## src/rtl/console_pkg.sv

```systemverilog
// Shared definitions for the console bus blocks: config register map,
// control/status bit positions, sprite DMA state encoding and bus polarity.
package console_pkg;

    localparam logic [1:0] REG_SRC_HI = 2'd0;
    localparam logic [1:0] REG_SRC_LO = 2'd1;
    localparam logic [1:0] REG_CTRL   = 2'd2;
    localparam logic [1:0] REG_STATUS = 2'd3;

    localparam int CTRL_ARM_BIT    = 0;
    localparam int CTRL_REPEAT_BIT = 1;
    localparam int STAT_BUSY_BIT   = 0;
    localparam int STAT_DONE_BIT   = 1;

    // Sprite bus and config port share the same direction encoding.
    localparam logic SPR_RW_WRITE = 1'b1;

    typedef enum logic [1:0] {
        ST_IDLE    = 2'd0,
        ST_WAIT_VS = 2'd1,
        ST_READ    = 2'd2,
        ST_WRITE   = 2'd3
    } dma_state_t;

endpackage

```

## src/rtl/sprite_dma_cfg_regs.sv

```systemverilog
// Sprite DMA config register file: source address, CTRL, sticky DONE
// and the registered CPU read port.
module cfg_regs
    import console_pkg::*;
(
    input  logic        clk,
    input  logic        reset,
    input  logic        cfg_cs,
    input  logic        cfg_rw,
    input  logic [1:0]  cfg_addr,
    input  logic [7:0]  cfg_di,
    output logic [7:0]  cfg_dout,
    input  logic        busy,
    input  logic        set_done,
    input  logic        clr_arm,
    output logic [15:0] src_addr,
    output logic        arm,
    output logic        rpt
);

    logic [7:0] src_hi;
    logic [7:0] src_lo;
    logic       done;
    logic       wr_en;
    logic       rd_en;
    logic [7:0] rd_data;

    assign wr_en    = cfg_cs && (cfg_rw == SPR_RW_WRITE);
    assign rd_en    = cfg_cs && (cfg_rw != SPR_RW_WRITE);
    assign src_addr = {src_hi, src_lo};

    always_comb begin
        rd_data = '0;
        case (cfg_addr)
            REG_SRC_HI: rd_data = src_hi;
            REG_SRC_LO: rd_data = src_lo;
            REG_CTRL: begin
                rd_data[CTRL_ARM_BIT]    = arm;
                rd_data[CTRL_REPEAT_BIT] = rpt;
            end
            REG_STATUS: begin
                rd_data[STAT_BUSY_BIT] = busy;
                rd_data[STAT_DONE_BIT] = done;
            end
            default: ;
        endcase
    end

    // Hardware set of DONE and clear of ARM are applied after the CPU write,
    // so completion wins over a coincident software write.
    always_ff @(posedge clk or posedge reset) begin
        if (reset) begin
            src_hi   <= '0;
            src_lo   <= '0;
            arm      <= 1'b0;
            rpt      <= 1'b0;
            done     <= 1'b0;
            cfg_dout <= '0;
        end else begin
            if (wr_en) begin
                case (cfg_addr)
                    REG_SRC_HI: src_hi <= cfg_di;
                    REG_SRC_LO: src_lo <= cfg_di;
                    REG_CTRL: begin
                        arm <= cfg_di[CTRL_ARM_BIT];
                        rpt <= cfg_di[CTRL_REPEAT_BIT];
                    end
                    REG_STATUS: if (cfg_di[STAT_DONE_BIT]) done <= 1'b0;
                    default: ;
                endcase
            end
            if (clr_arm)  arm  <= 1'b0;
            if (set_done) done <= 1'b1;
            if (rd_en)    cfg_dout <= rd_data;
        end
    end

endmodule

```

## src/rtl/sprite_dma.sv

```systemverilog
// Sprite DMA engine: on an armed vsync rising edge copies DEST_BYTES bytes
// from main memory into sprite RAM, one read/write pair per byte.
module sprite_dma
    import console_pkg::*;
#(
    parameter int DEST_BYTES = 10,
    parameter int SRC_AW     = 16
) (
    input  logic              clk,
    input  logic              reset,
    input  logic              cfg_cs,
    input  logic              cfg_rw,
    input  logic [1:0]        cfg_addr,
    input  logic [7:0]        cfg_di,
    output logic [7:0]        cfg_dout,
    input  logic              vsync,
    output logic              mem_req,
    output logic [SRC_AW-1:0] mem_addr,
    input  logic              mem_ack,
    input  logic [7:0]        mem_rdata,
    output logic              spr_cs,
    output logic              spr_rw,
    output logic [3:0]        spr_addr,
    output logic [7:0]        spr_do,
    output logic              busy,
    output logic              done_irq
);

    dma_state_t        state;
    dma_state_t        state_nx;
    logic              vsync_q;
    logic              vs_rise;
    logic [SRC_AW-1:0] cur_addr;
    logic [3:0]        idx;
    logic [7:0]        byte_q;
    logic              last_byte;
    logic              arm;
    logic              rpt;
    logic              clr_arm;
    logic [15:0]       src_addr;

    assign vs_rise   = vsync & ~vsync_q;
    assign last_byte = (idx == 4'(DEST_BYTES - 1));

    cfg_regs u_cfg_regs (
        .clk      (clk),
        .reset    (reset),
        .cfg_cs   (cfg_cs),
        .cfg_rw   (cfg_rw),
        .cfg_addr (cfg_addr),
        .cfg_di   (cfg_di),
        .cfg_dout (cfg_dout),
        .busy     (busy),
        .set_done (done_irq),
        .clr_arm  (clr_arm),
        .src_addr (src_addr),
        .arm      (arm),
        .rpt      (rpt)
    );

    always_ff @(posedge clk or posedge reset) begin
        if (reset) state <= ST_IDLE;
        else       state <= state_nx;
    end

    // A disarmed engine waiting for vsync drops back to IDLE, which is how
    // ARM=0 written during a REPEAT transfer takes effect at completion.
    always_comb begin
        state_nx = state;
        case (state)
            ST_IDLE:    if (arm) state_nx = ST_WAIT_VS;
            ST_WAIT_VS: begin
                if (!arm)         state_nx = ST_IDLE;
                else if (vs_rise) state_nx = ST_READ;
            end
            ST_READ:    if (mem_ack) state_nx = ST_WRITE;
            ST_WRITE: begin
                if (last_byte) state_nx = rpt ? ST_WAIT_VS : ST_IDLE;
                else           state_nx = ST_READ;
            end
            default:    state_nx = ST_IDLE;
        endcase
    end

    always_comb begin
        mem_req  = 1'b0;
        spr_cs   = 1'b0;
        spr_rw   = ~SPR_RW_WRITE;
        busy     = 1'b0;
        done_irq = 1'b0;
        clr_arm  = 1'b0;
        case (state)
            ST_READ: begin
                mem_req = 1'b1;
                busy    = 1'b1;
            end
            ST_WRITE: begin
                spr_cs = 1'b1;
                spr_rw = SPR_RW_WRITE;
                busy   = 1'b1;
                if (last_byte) begin
                    done_irq = 1'b1;
                    clr_arm  = ~rpt;
                end
            end
            default: ;
        endcase
    end

    always_ff @(posedge clk or posedge reset) begin
        if (reset) begin
            vsync_q  <= 1'b0;
            cur_addr <= '0;
            idx      <= '0;
            byte_q   <= '0;
        end else begin
            vsync_q <= vsync;
            if (state == ST_WAIT_VS && state_nx == ST_READ) begin
                cur_addr <= SRC_AW'(src_addr);
                idx      <= '0;
            end
            if (state == ST_READ && mem_ack) byte_q <= mem_rdata;
            if (state == ST_WRITE) begin
                cur_addr <= cur_addr + SRC_AW'(1);
                idx      <= idx + 4'd1;
            end
        end
    end

    assign mem_addr = cur_addr;
    assign spr_addr = idx;
    assign spr_do   = byte_q;

endmodule

```

## config.mk

```make
export PLATFORM = sky130hd
export DESIGN_NAME = sprite_dma
export DESIGN_NICKNAME = d
export VERILOG_FILES = /design/src/rtl/console_pkg.sv /design/src/rtl/sprite_dma_cfg_regs.sv /design/src/rtl/sprite_dma.sv
export SDC_FILE = /design/constraint.sdc
export NUM_CORES = 1
export LEC_CHECK = 0
export ABC_CLOCK_PERIOD_IN_PS = 2700
export CAP_MARGIN = 5
export CORE_MARGIN = 2
export CORE_UTILIZATION = 45
export DETAILED_ROUTE_END_ITERATION = 10
export PLACE_DENSITY = 0.73
export SYNTH_ARGS = -nofsm -noshare
export SYNTH_HDL_FRONTEND = slang
export SYNTH_SLANG_ARGS = --single-unit
```

## constraint.sdc

```tcl
create_clock -name clk -period 2.7 [get_ports clk]
set_clock_uncertainty 0.05 [all_clocks]
set_input_delay 0.27 -clock clk [delete_from_list [all_inputs] [get_ports clk]]
set_output_delay 0.27 -clock clk [all_outputs]
set_load 0.01 [all_outputs]
```

==> key figures, run 1 <==
Clocking
  • Clock transition at path regs: 0.07 ns
  • Post-CTS Setup Inserts: 0
  • Max H-tree Level: 3
  • Worst-Skew Late Latency: 0.35 ns
  • # clock sinks: 58
  • Root buffer cell: clkbuf_8
  • Hold-fix buffers, CTS: 0
  • CTS tree: yes
  • Max clock buf depth: 2
  • Post-CTS sizing: 0
  • CTS buffer count: 9

Placed design
  • HPWL after DPL: 4.988 mm
  • Gp weighted congestion: 0.8802
  • Port Buffers: 64
  • Dpl cells: 381

Worst setup path
  • Crit path max-delay family: buffers and inverters
  • R2R Setup Slk: 0.60 ns
  • CP required: 2.38 ns
  • WS Path Type: reg2out
  • Worst Path Max Fanout: 13
  • CP Buf/Inv Count: 2
  • Slowest stage delay, CP: 0.61 ns
  • Crit-path slowest cell: dfrtp_1
  • Crit path arrival time: 2.11 ns
  • CP endpoint kind: primary output
  • CP Cell Sequence: nand2_1, inv_1, clkdlybuf4s50_1
  • CP Launch Type: register

GRT
  • GRT Overall Usage: 21.47%
  • Largest net degree at the start of global routing: 33
  • GR Overflow Total: 0
  • First-pass GRT wire length: 11.71 mm
  • Vias in the first global route: 2307
  • Initial antenna violation count: 0

Layout
  • Layout cell share with drive strength beyond 1: 19.31%
  • Nets: 344
  • Area delta synth->final: 31.13%
  • Final Non-Filler Cells: 396
  • Antenna diodes: 0

Power and ir drop
  • Lkg Pwr: 1.535 nW
  • Power Density: 963.0 mW/mm2
  • Peak supply drop: 0.4082 mV

Run
  • Total of max-cap violations: 0

Yosys
  • Post-synthesis instance area: 0.002825 mm2
  • Share of the yosys chip area belonging to registers: 51.37%
  • Distinct cells, synth: 47
  • Post-synth EDFFs: 0
  • Ranking of synthesized cells by area: dfrtp_1 51%, mux2_2 11%, o21ai_0 3.5%, nand2_1 3.3%, mux2i_1 2.5%
  • Post-Synthesis Cells: 252
  • Syn_nets: 279
  • Syn_area_per_cell: 11.21 um2
  • Largest area contributor in the netlist: dfrtp_1
  • Prevailing post-synth register cell: dfrtp_1
  • #FFs+latches synth: 58
  • Async SR Flop Fraction: 100.0%
  • Ys Warns: 0
  • Area share of the largest cell type after synthesis: 51.37%

Timing
  • Slew margin rel.: 53.39%
  • Max Fclk: 412.3 MHz
  • Unrepaired setup endpoints after global routing: false
  • Worst Tran Pin Value: 0.6954 ns
  • Setup tns final: 0 ns
  • Final hold vios: 0
  • Final critical-path share of the clock period: 89.82%
  • Final slew viol count: 0
  • Count of final setup violators: 0
  • Min cycle time layout: 2.425 ns

Floorplanning
  • Die area: 0.006928 mm2
  • Core area: 0.005991 mm2
  • # IOs: 65
  • DIE WIDTH: 83.24 um
  • Starting Density: 47.16%
  • Standard-cell rows: 28
  • Die H: 83.24 um

Hold path
  • Hold WC Path Type: in2async

Detailed routing
  • Remaining antenna violation count after routing: 0
  • Wirelength, routed: 6.883 mm
  • Starting DRT DRC Count: 167
  • DRT Pass-1 Iters: 4
  • Vias: 2293
  • Routed wire length per instance: 17.38 um
  • Vias/cell: 5.790
  • DRC violations left: 0

Outcome
  • Status: completed
## state kept, by name, indices dropped and copies added, names as in the netlist
register and cells:
mem_addr 16, spr_do 8, u_cfg_regs.cfg_dout 8, u_cfg_regs.src_hi 8, u_cfg_regs.src_lo 8, spr_addr 4, state 2, u_cfg_regs.arm 1
u_cfg_regs.done 1, u_cfg_regs.rpt 1, vsync_q 1
## per-layer routing
metal / track usage [%] / share of wire (%)
met2: 30.79 / 45
met4: 9.836 / 2.3
met3: 5.964 / 7.4
met5: 0 / 0
met1: 30.19 / 46
## power by group
| part | internal [mW] | switching, mW |
|---|---|---|
| combinational | 0.743 | 0.558 |
| sequential | 1.15 | 0.328 |
| clock | 0.442 | 0.348 |
| total | 2.33 | 1.23 |
## logic make-up (layout without fill, tap and decap cells)
| kind of cell | count (synthesis) | in the layout | share of synthesized area (%) |
|---|---|---|---|
| DFF | 58 | 58 | 51.37 |
| and+or+nand+nor | 81 | 81 | 15.15 |
| buffers and inverters | 21 | 90 | 3.986 |
| muxes | 36 | 36 | 14.97 |
| AOI/OAI and AO/OA | 52 | 52 | 12.89 |
| xor gates and xnor gates | 1 | 1 | 0.3101 |
| adders and majority gates | 3 | 3 | 1.329 |
## path summary, 6_finish.rpt
| path | start | depth (start not counted) | end |
|---|---|---|---|
| max | state[0] | 3 | spr_cs |
| min | reset | 2 | spr_do[6] |
| max reg2reg | state[0] | 6 | mem_addr[7] |
| min reg2reg | u_cfg_regs.cfg_dout[7] | 2 | u_cfg_regs.cfg_dout[7] |
| max in group asynchronous | reset | 3 | mem_addr[13] |
| min in group clk | vsync | 1 | vsync_q |
## stage by stage
stage	utilization, %	total power [mW]	hold WS [ns]	cell area, um2	setup WS (ns)
after floorplan	-	2.120	0.2514	2825	0.9520
after global placement	58.63	2.755	0.4201	3512	0.5282
after detailed placement	58.63	2.793	0.4240	3512	0.4771
after CTS	61.84	3.592	0.2870	3705	0.2394
after global routing	61.84	3.800	0.3424	3705	0.1230
final	61.84	3.568	0.2695	3705	0.2748
## placed cells by master, fill, tap and decap left out, types with 2 or more instances in the layout
cell / n
a211oi_1: 2
a211oi_2: 3
a21oi_1: 6
a221o_1: 2
a311oi_1: 5
a31oi_1: 2
and3_1: 5
and4_1: 2
buf_4: 2
clkbuf_8: 10
clkdlybuf4s50_1: 64
clkinv_2: 2
clkinvlp_4: 2
dfrtp_1: 58
ha_1: 3
inv_1: 7
mux2_2: 27
mux2i_1: 7
nand2_1: 25
nand3_1: 7
nand4_1: 5
nor2_1: 16
nor3_1: 7
nor4_1: 2
o211ai_1: 2
o21ai_0: 20
o22ai_1: 3
or2_2: 2
## synthesized netlist by cell type (3+ instances only)
master and instances:
nand3_1 7, nor2_1 16, a311oi_1 5, nand2_1 25, mux2i_1 7, mux2_2 27
a21oi_1 6, o22ai_1 3, ha_1 3, inv_1 8, dfrtp_1 58, and3_1 5
nand4_1 5, clkbuf_1 3, buf_2 6, o21ai_0 20, a211oi_2 3, buf_6 3
nor3_1 7
## area by class of cell
type	instances	area [um2]
Multi-Input combinational cell	173	1261
Fill cell	504	2286
Clock inverter	5	55.05
Clock buffer	10	137.6
Inverter	8	30.03
Tap cell	75	93.84
Sequential cell	58	1451
Timing Repair Buffer	67	675.6
No activity file was read; power rests on OpenSTA's default activity.
==> inputs of run 2 (changes only) <==
--- a/config.mk
+++ b/config.mk
@@ -7,7 +7,7 @@
 export LEC_CHECK = 0
 export ABC_CLOCK_PERIOD_IN_PS = 2700
 export CAP_MARGIN = 5
-export CORE_MARGIN = 2
+export CORE_MARGIN = 4
 export CORE_UTILIZATION = 45
 export DETAILED_ROUTE_END_ITERATION = 10
 export PLACE_DENSITY = 0.73
==> run 2 against run 1 <==
  * Critical path depth unchanged
  * Sequential share of layout area decreased by 0.22 points
  * Die area increased by 9.8%
  * Critical path type unchanged
  * Worst hold slack got worse by 0.024 ns
==> key figures, run 2 (synthesis results as in run 1) <==
GRT
  • Grt met1 use: 29.70%
  • Most Used Layer, Global Route: met1
  • Met3 GRT Util: 4.352%
  • GR Layer Usage met2: 28.78%
  • Largest net degree at the start of global routing: 25
  • Vias in the first global route: 2241
  • GRT Overall Usage: 19.92%
  • GR Overflow Total: 0
  • Initial antenna violation count: 0
  • First-pass GRT wire length: 11.67 mm

Power and ir drop
  • Peak supply drop: 0.5380 mV
  • Power Density: 986.7 mW/mm2
  • Lkg Pwr: 1.551 nW

Layout
  • Filler cell count: 511
  • Fin util: 62.20%
  • Nets: 345
  • Most frequent cells in the layout: 64 x clkdlybuf4s50_1, 58 x dfrtp_1, 27 x mux2_2, 25 x nand2_1, 20 x o21ai_0
  • Area delta synth->final: 31.89%
  • Most common cell after layout, fill and taps aside: clkdlybuf4s50_1
  • Antenna diodes: 0
  • Max reg flops: 16
  • Layout cell share with drive strength beyond 1: 19.50%

Timing
  • Count of final setup violators: 0
  • Final hold vios: 0
  • Unrepaired setup endpoints after global routing: false
  • Worst Tran Pin Value: 0.6267 ns
  • Max Fclk: 424.5 MHz
  • Min Hold Slack: 0.2456 ns
  • Final critical-path share of the clock period: 87.25%
  • Min cycle time layout: 2.356 ns
  • Final slew viol count: 0
  • Slew margin rel.: 58.00%
  • Setup tns final: 0 ns

Clocking
  • Post-CTS Setup Inserts: 0
  • CTS buffer count: 9
  • # clock sinks: 58
  • Post-CTS sizing: 0
  • Hold-fix buffers, CTS: 0
  • Max clock buf depth: 2
  • CTS tree: yes
  • Clock transition at path regs: 0.07 ns
  • Worst-Skew Late Latency: 0.32 ns
  • Root buffer cell: clkbuf_8
  • Max H-tree Level: 3

Worst setup path
  • Worst Path Max Fanout: 13
  • R2R Setup Slk: 0.64 ns
  • RR Startpoint: state[0]
  • RR Endpoint: mem_addr[12]
  • CP required: 2.38 ns
  • CP endpoint kind: primary output
  • Crit path max-delay family: flip-flops
  • Slowest stage delay, CP: 0.61 ns
  • Critical Path End: done_irq
  • CP Launch Type: register
  • WP depth: 3
  • CP Cell Sequence: nand2_1, nor2_1, clkdlybuf4s50_1
  • R2R cell count: 5
  • Crit-path slowest cell: dfrtp_1
  • CP Buf/Inv Count: 1
  • WS Path Type: reg2out
  • Crit path arrival time: 2.04 ns
  • Worst Setup SP: state[0]

Floorplanning
  • # IOs: 65
  • Starting Density: 47.16%
  • Die H: 87.24 um
  • DIE WIDTH: 87.24 um
  • Core area: 0.005991 mm2
  • Standard-cell rows: 28
  • Die area: 0.007610 mm2

Detailed routing
  • Wirelength, routed: 7.010 mm
  • DRT Pass-1 Iters: 4
  • Vias: 2269
  • Vias/cell: 5.701
  • Routed wire length per instance: 17.61 um
  • Remaining antenna violation count after routing: 0
  • Starting DRT DRC Count: 194
  • DRC violations left: 0

Run
  • Total of max-cap violations: 0

Placed design
  • HPWL after DPL: 5.094 mm
  • Port Buffers: 64
  • Gp weighted congestion: 0.8607

Outcome
  • Status: completed

Hold path
  • Hold WC Path Type: in2async
## run 2: cell count changes in the layout (fill, tap and decap cells not counted), sizes merged
cell      change
bufinv        +1
clkbuf        +1
clkinvlp      -1
buf           +1
## run 2: final cells by class
cell class / count / area (um2) / share of cell area, %
sequential: 58 / 1451 / 38.95
multi-input combinational: 173 / 1261 / 33.85
timing repair buffer: 68 / 670.6 / 18.00
inverter: 8 / 30.03 / 0.8059
clock buffer: 11 / 141.4 / 3.795
tap: 75 / 93.84 / 2.518
clock inverter: 5 / 77.57 / 2.082
## run 2: worst min path at each step
stage,startpoint,to,slack [ns],cells past startpoint
after floorplan,vsync,vsync_q,0.25,0
after global placement,u_cfg_regs.cfg_dout[6],u_cfg_regs.cfg_dout[6],0.42,2
after detailed placement,u_cfg_regs.cfg_dout[3],u_cfg_regs.cfg_dout[3],0.42,2
after CTS,reset,spr_do[7],0.25,2
after global routing,reset,u_cfg_regs.src_hi[0],0.31,2
final,reset,spr_do[0],0.25,2
## run 2: layer usage
layer / vias up / share of wire [%]
li1: 1058 / -
met1: 1115 / 46
met2: 88 / 46
met3: 8 / 6.7
met4: 0 / 0.76
met5: - / 0
## run 2: worst register-to-register path, stage by stage, from the launching register on
cell	delay (ns)
dfrtp_1	0.61
nand2_1	0.31
buf_4	0.28
nor3_4	0.36
a311oi_1	0.17
a211oi_2	0.21
## run 2: stage by stage
| step | cell area, um2 | power, mW | instances | setup slack [ns] |
|---|---|---|---|---|
| after CTS | 3726 | 3.700 | 398 | 0.3190 |
| after floorplan | 2825 | 2.120 | 252 | 0.9520 |
| after detailed placement | 3507 | 2.792 | 382 | 0.4834 |
| final | 3726 | 3.677 | 398 | 0.3443 |
| after global routing | 3726 | 3.900 | 398 | 0.2088 |
| after global placement | 3507 | 2.760 | 382 | 0.5450 |
## run 2: where the power goes
group	switching (mW)	total, mW	internal, mW	leakage (nW)
Sequential	0.336	1.48	1.15	0.694
Clock	0.351	0.893	0.542	0.109
Combinational	0.557	1.30	0.742	0.748
Total	1.24	3.68	2.43	1.55
==> inputs of run 3 (changes only) <==
--- a/config.mk
+++ b/config.mk
@@ -11,6 +11,7 @@
 export CORE_UTILIZATION = 45
 export DETAILED_ROUTE_END_ITERATION = 10
 export PLACE_DENSITY = 0.73
+export RECOVER_POWER = 25
 export SYNTH_ARGS = -nofsm -noshare
 export SYNTH_HDL_FRONTEND = slang
 export SYNTH_SLANG_ARGS = --single-unit
==> run 3 against run 2 <==
  * Non-clock buffer count did not move
  * Count of clock-buffer cells in the layout did not move
  * Cell area fell by 0.10%
  * Maximum frequency barely moved
  * Setup slack got worse by 0.00075 ns
  * Cell count did not move
  * Via count fell by 0.22%
  * Clock power barely moved
  * Flip-flop and latch count did not move
==> key figures, run 3 (synthesis results as in run 1) <==
Timing
  • Unrepaired setup endpoints after global routing: false
  • Final hold vios: 0
  • PnR worst setup slack: 0.3436 ns
  • Worst Tran Pin Value: 0.9208 ns
  • Setup tns final: 0 ns
  • Slew margin rel.: 38.55%
  • Final slew viol count: 0
  • Final critical-path share of the clock period: 87.27%
  • Max Fclk: 424.4 MHz
  • Count of final setup violators: 0
  • Min cycle time layout: 2.356 ns

Detailed routing
  • DRT Pass-1 Iters: 4
  • DRC violations left: 0
  • M1 WL: 3.260 mm
  • Met2 routed WL: 3.247 mm
  • WL met3: 467 um
  • Vias/cell: 5.688
  • Wirelength, routed: 7.018 mm
  • Remaining antenna violation count after routing: 0
  • Starting DRT DRC Count: 195
  • Vias: 2264
  • Highest metal used: met4
  • Routed wire length per instance: 17.63 um

Clocking
  • CTS buffer count: 9
  • Clock transition at path regs: 0.07 ns
  • Max H-tree Level: 3
  • Hold-fix buffers, CTS: 0
  • Post-CTS sizing: 0
  • Root buffer cell: clkbuf_8
  • Worst-Skew Late Latency: 0.32 ns
  • Max clock buf depth: 2
  • # clock sinks: 58
  • Post-CTS Setup Inserts: 0
  • CTS tree: yes

Floorplanning
  • Core area: 0.005991 mm2
  • # IOs: 65
  • Die area: 0.007610 mm2
  • Standard-cell rows: 28
  • DIE WIDTH: 87.24 um
  • Starting Density: 47.16%
  • Die H: 87.24 um

GRT
  • GRT Overall Usage: 19.92%
  • Largest net degree at the start of global routing: 25
  • Initial antenna violation count: 0
  • Vias in the first global route: 2241
  • First-pass GRT wire length: 11.67 mm
  • GR Overflow Total: 0

Worst setup path
  • Worst Path Max Fanout: 13
  • CP endpoint kind: primary output
  • WS Path Type: reg2out
  • CP Cell Sequence: nand2_1, nor2_1, clkdlybuf4s50_1
  • RR Startpoint: state[0]
  • Crit path arrival time: 2.04 ns
  • R2R Setup Slk: 0.64 ns
  • Slowest stage delay, CP: 0.61 ns
  • Crit-path slowest cell: dfrtp_1
  • CP Launch Type: register
  • RR Endpoint: mem_addr[12]
  • CP required: 2.38 ns
  • R2R cell count: 5

Layout
  • Most common cell after layout, fill and taps aside: clkdlybuf4s50_1
  • Area delta synth->final: 31.75%
  • Max reg flops: 16
  • Fin util: 62.13%
  • Layout cell share with drive strength beyond 1: 18.89%
  • Post-route cell area: 0.003722 mm2
  • Seq. cell area: 0.001451 mm2
  • Antenna diodes: 0
  • Nets: 345
  • Filler cell count: 510
  • Most frequent cells in the layout: 62 x clkdlybuf4s50_1, 58 x dfrtp_1, 27 x mux2_2, 25 x nand2_1, 20 x o21ai_0
  • Multi-input gate area: 0.001261 mm2

Placed design
  • Placed Area: 0.003507 mm2
  • HPWL after DPL: 5.094 mm
  • Gp weighted congestion: 0.8607
  • Port Buffers: 64
  • Dpl ws: 0.4834 ns

Run
  • Total of max-cap violations: 0

Power and ir drop
  • Peak supply drop: 0.5379 mV
  • Tot Pwr: 3.675 mW
  • Lkg Pwr: 1.549 nW
  • Power Density: 987.4 mW/mm2

Hold path
  • Hold_sp: u_cfg_regs.cfg_dout[6]
  • Hold WC Path Type: reg2reg
  • Hold Path Depth: 2
  • Min-Delay Endpoint: u_cfg_regs.cfg_dout[6]

Outcome
  • Status: completed
run 3: cell count changes in the layout (fill, tap and decap cells not counted):
| cell | delta |
|---|---|
| buf_4 | -1 |
| clkbuf_1 | +1 |
| clkdlybuf4s50_1 | -2 |
| dlygate4sd3_1 | +2 |
| inv_1 | +1 |
| inv_2 | -1 |
run 3: how the worst max path moves through the flow:
stage | startpoint | to | slack, ns | depth (start not counted)
after floorplan | reset | mem_addr[0] | 0.95 | 1
after global placement | cfg_addr[0] | u_cfg_regs.src_hi[0] | 0.55 | 3
after detailed placement | cfg_addr[0] | u_cfg_regs.src_hi[6] | 0.48 | 3
after CTS | state[0] | done_irq | 0.32 | 3
after global routing | state[0] | done_irq | 0.21 | 3
final | state[0] | done_irq | 0.34 | 3
run 3: report_power, final:
part           internal, mW  total [mW]  switching [mW]  leakage [nW]
Clock                 0.542       0.893           0.351         0.109
Sequential             1.15        1.48           0.336         0.694
Combinational         0.740        1.30           0.558         0.746
Total                  2.43        3.68            1.24          1.55
run 3: cell type report:
class,instances,share of cell area [%]
flip-flops and latches,58,38.99
multi-input cells,173,33.88
repair buffers,68,17.92
clock buffers,11,3.798
well taps,75,2.521
clock inverters,5,2.084
inverters,8,0.8067
run 3: layer usage:
layer / global-route usage [%] / vias up
li1: - / 1059
met1: 29.70 / 1116
met2: 28.78 / 83
met3: 4.352 / 6
met4: 6.555 / 0
met5: 0 / -
run 3: worst max-delay path, delay by kind of cell (launching register included):
| family | cells | cell delay, ns |
|---|---|---|
| buffers and inverters | 1 | 0.58 |
| flip-flops | 1 | 0.61 |
| AND/OR/NAND/NOR | 2 | 0.53 |
run 3: per-stage QoR:
stage / hold slack, ns / instances
after floorplan: 0.2514 / 252
after global placement: 0.4209 / 382
after detailed placement: 0.4230 / 382
after CTS: 0.2519 / 398
after global routing: 0.4695 / 398
final: 0.4370 / 398
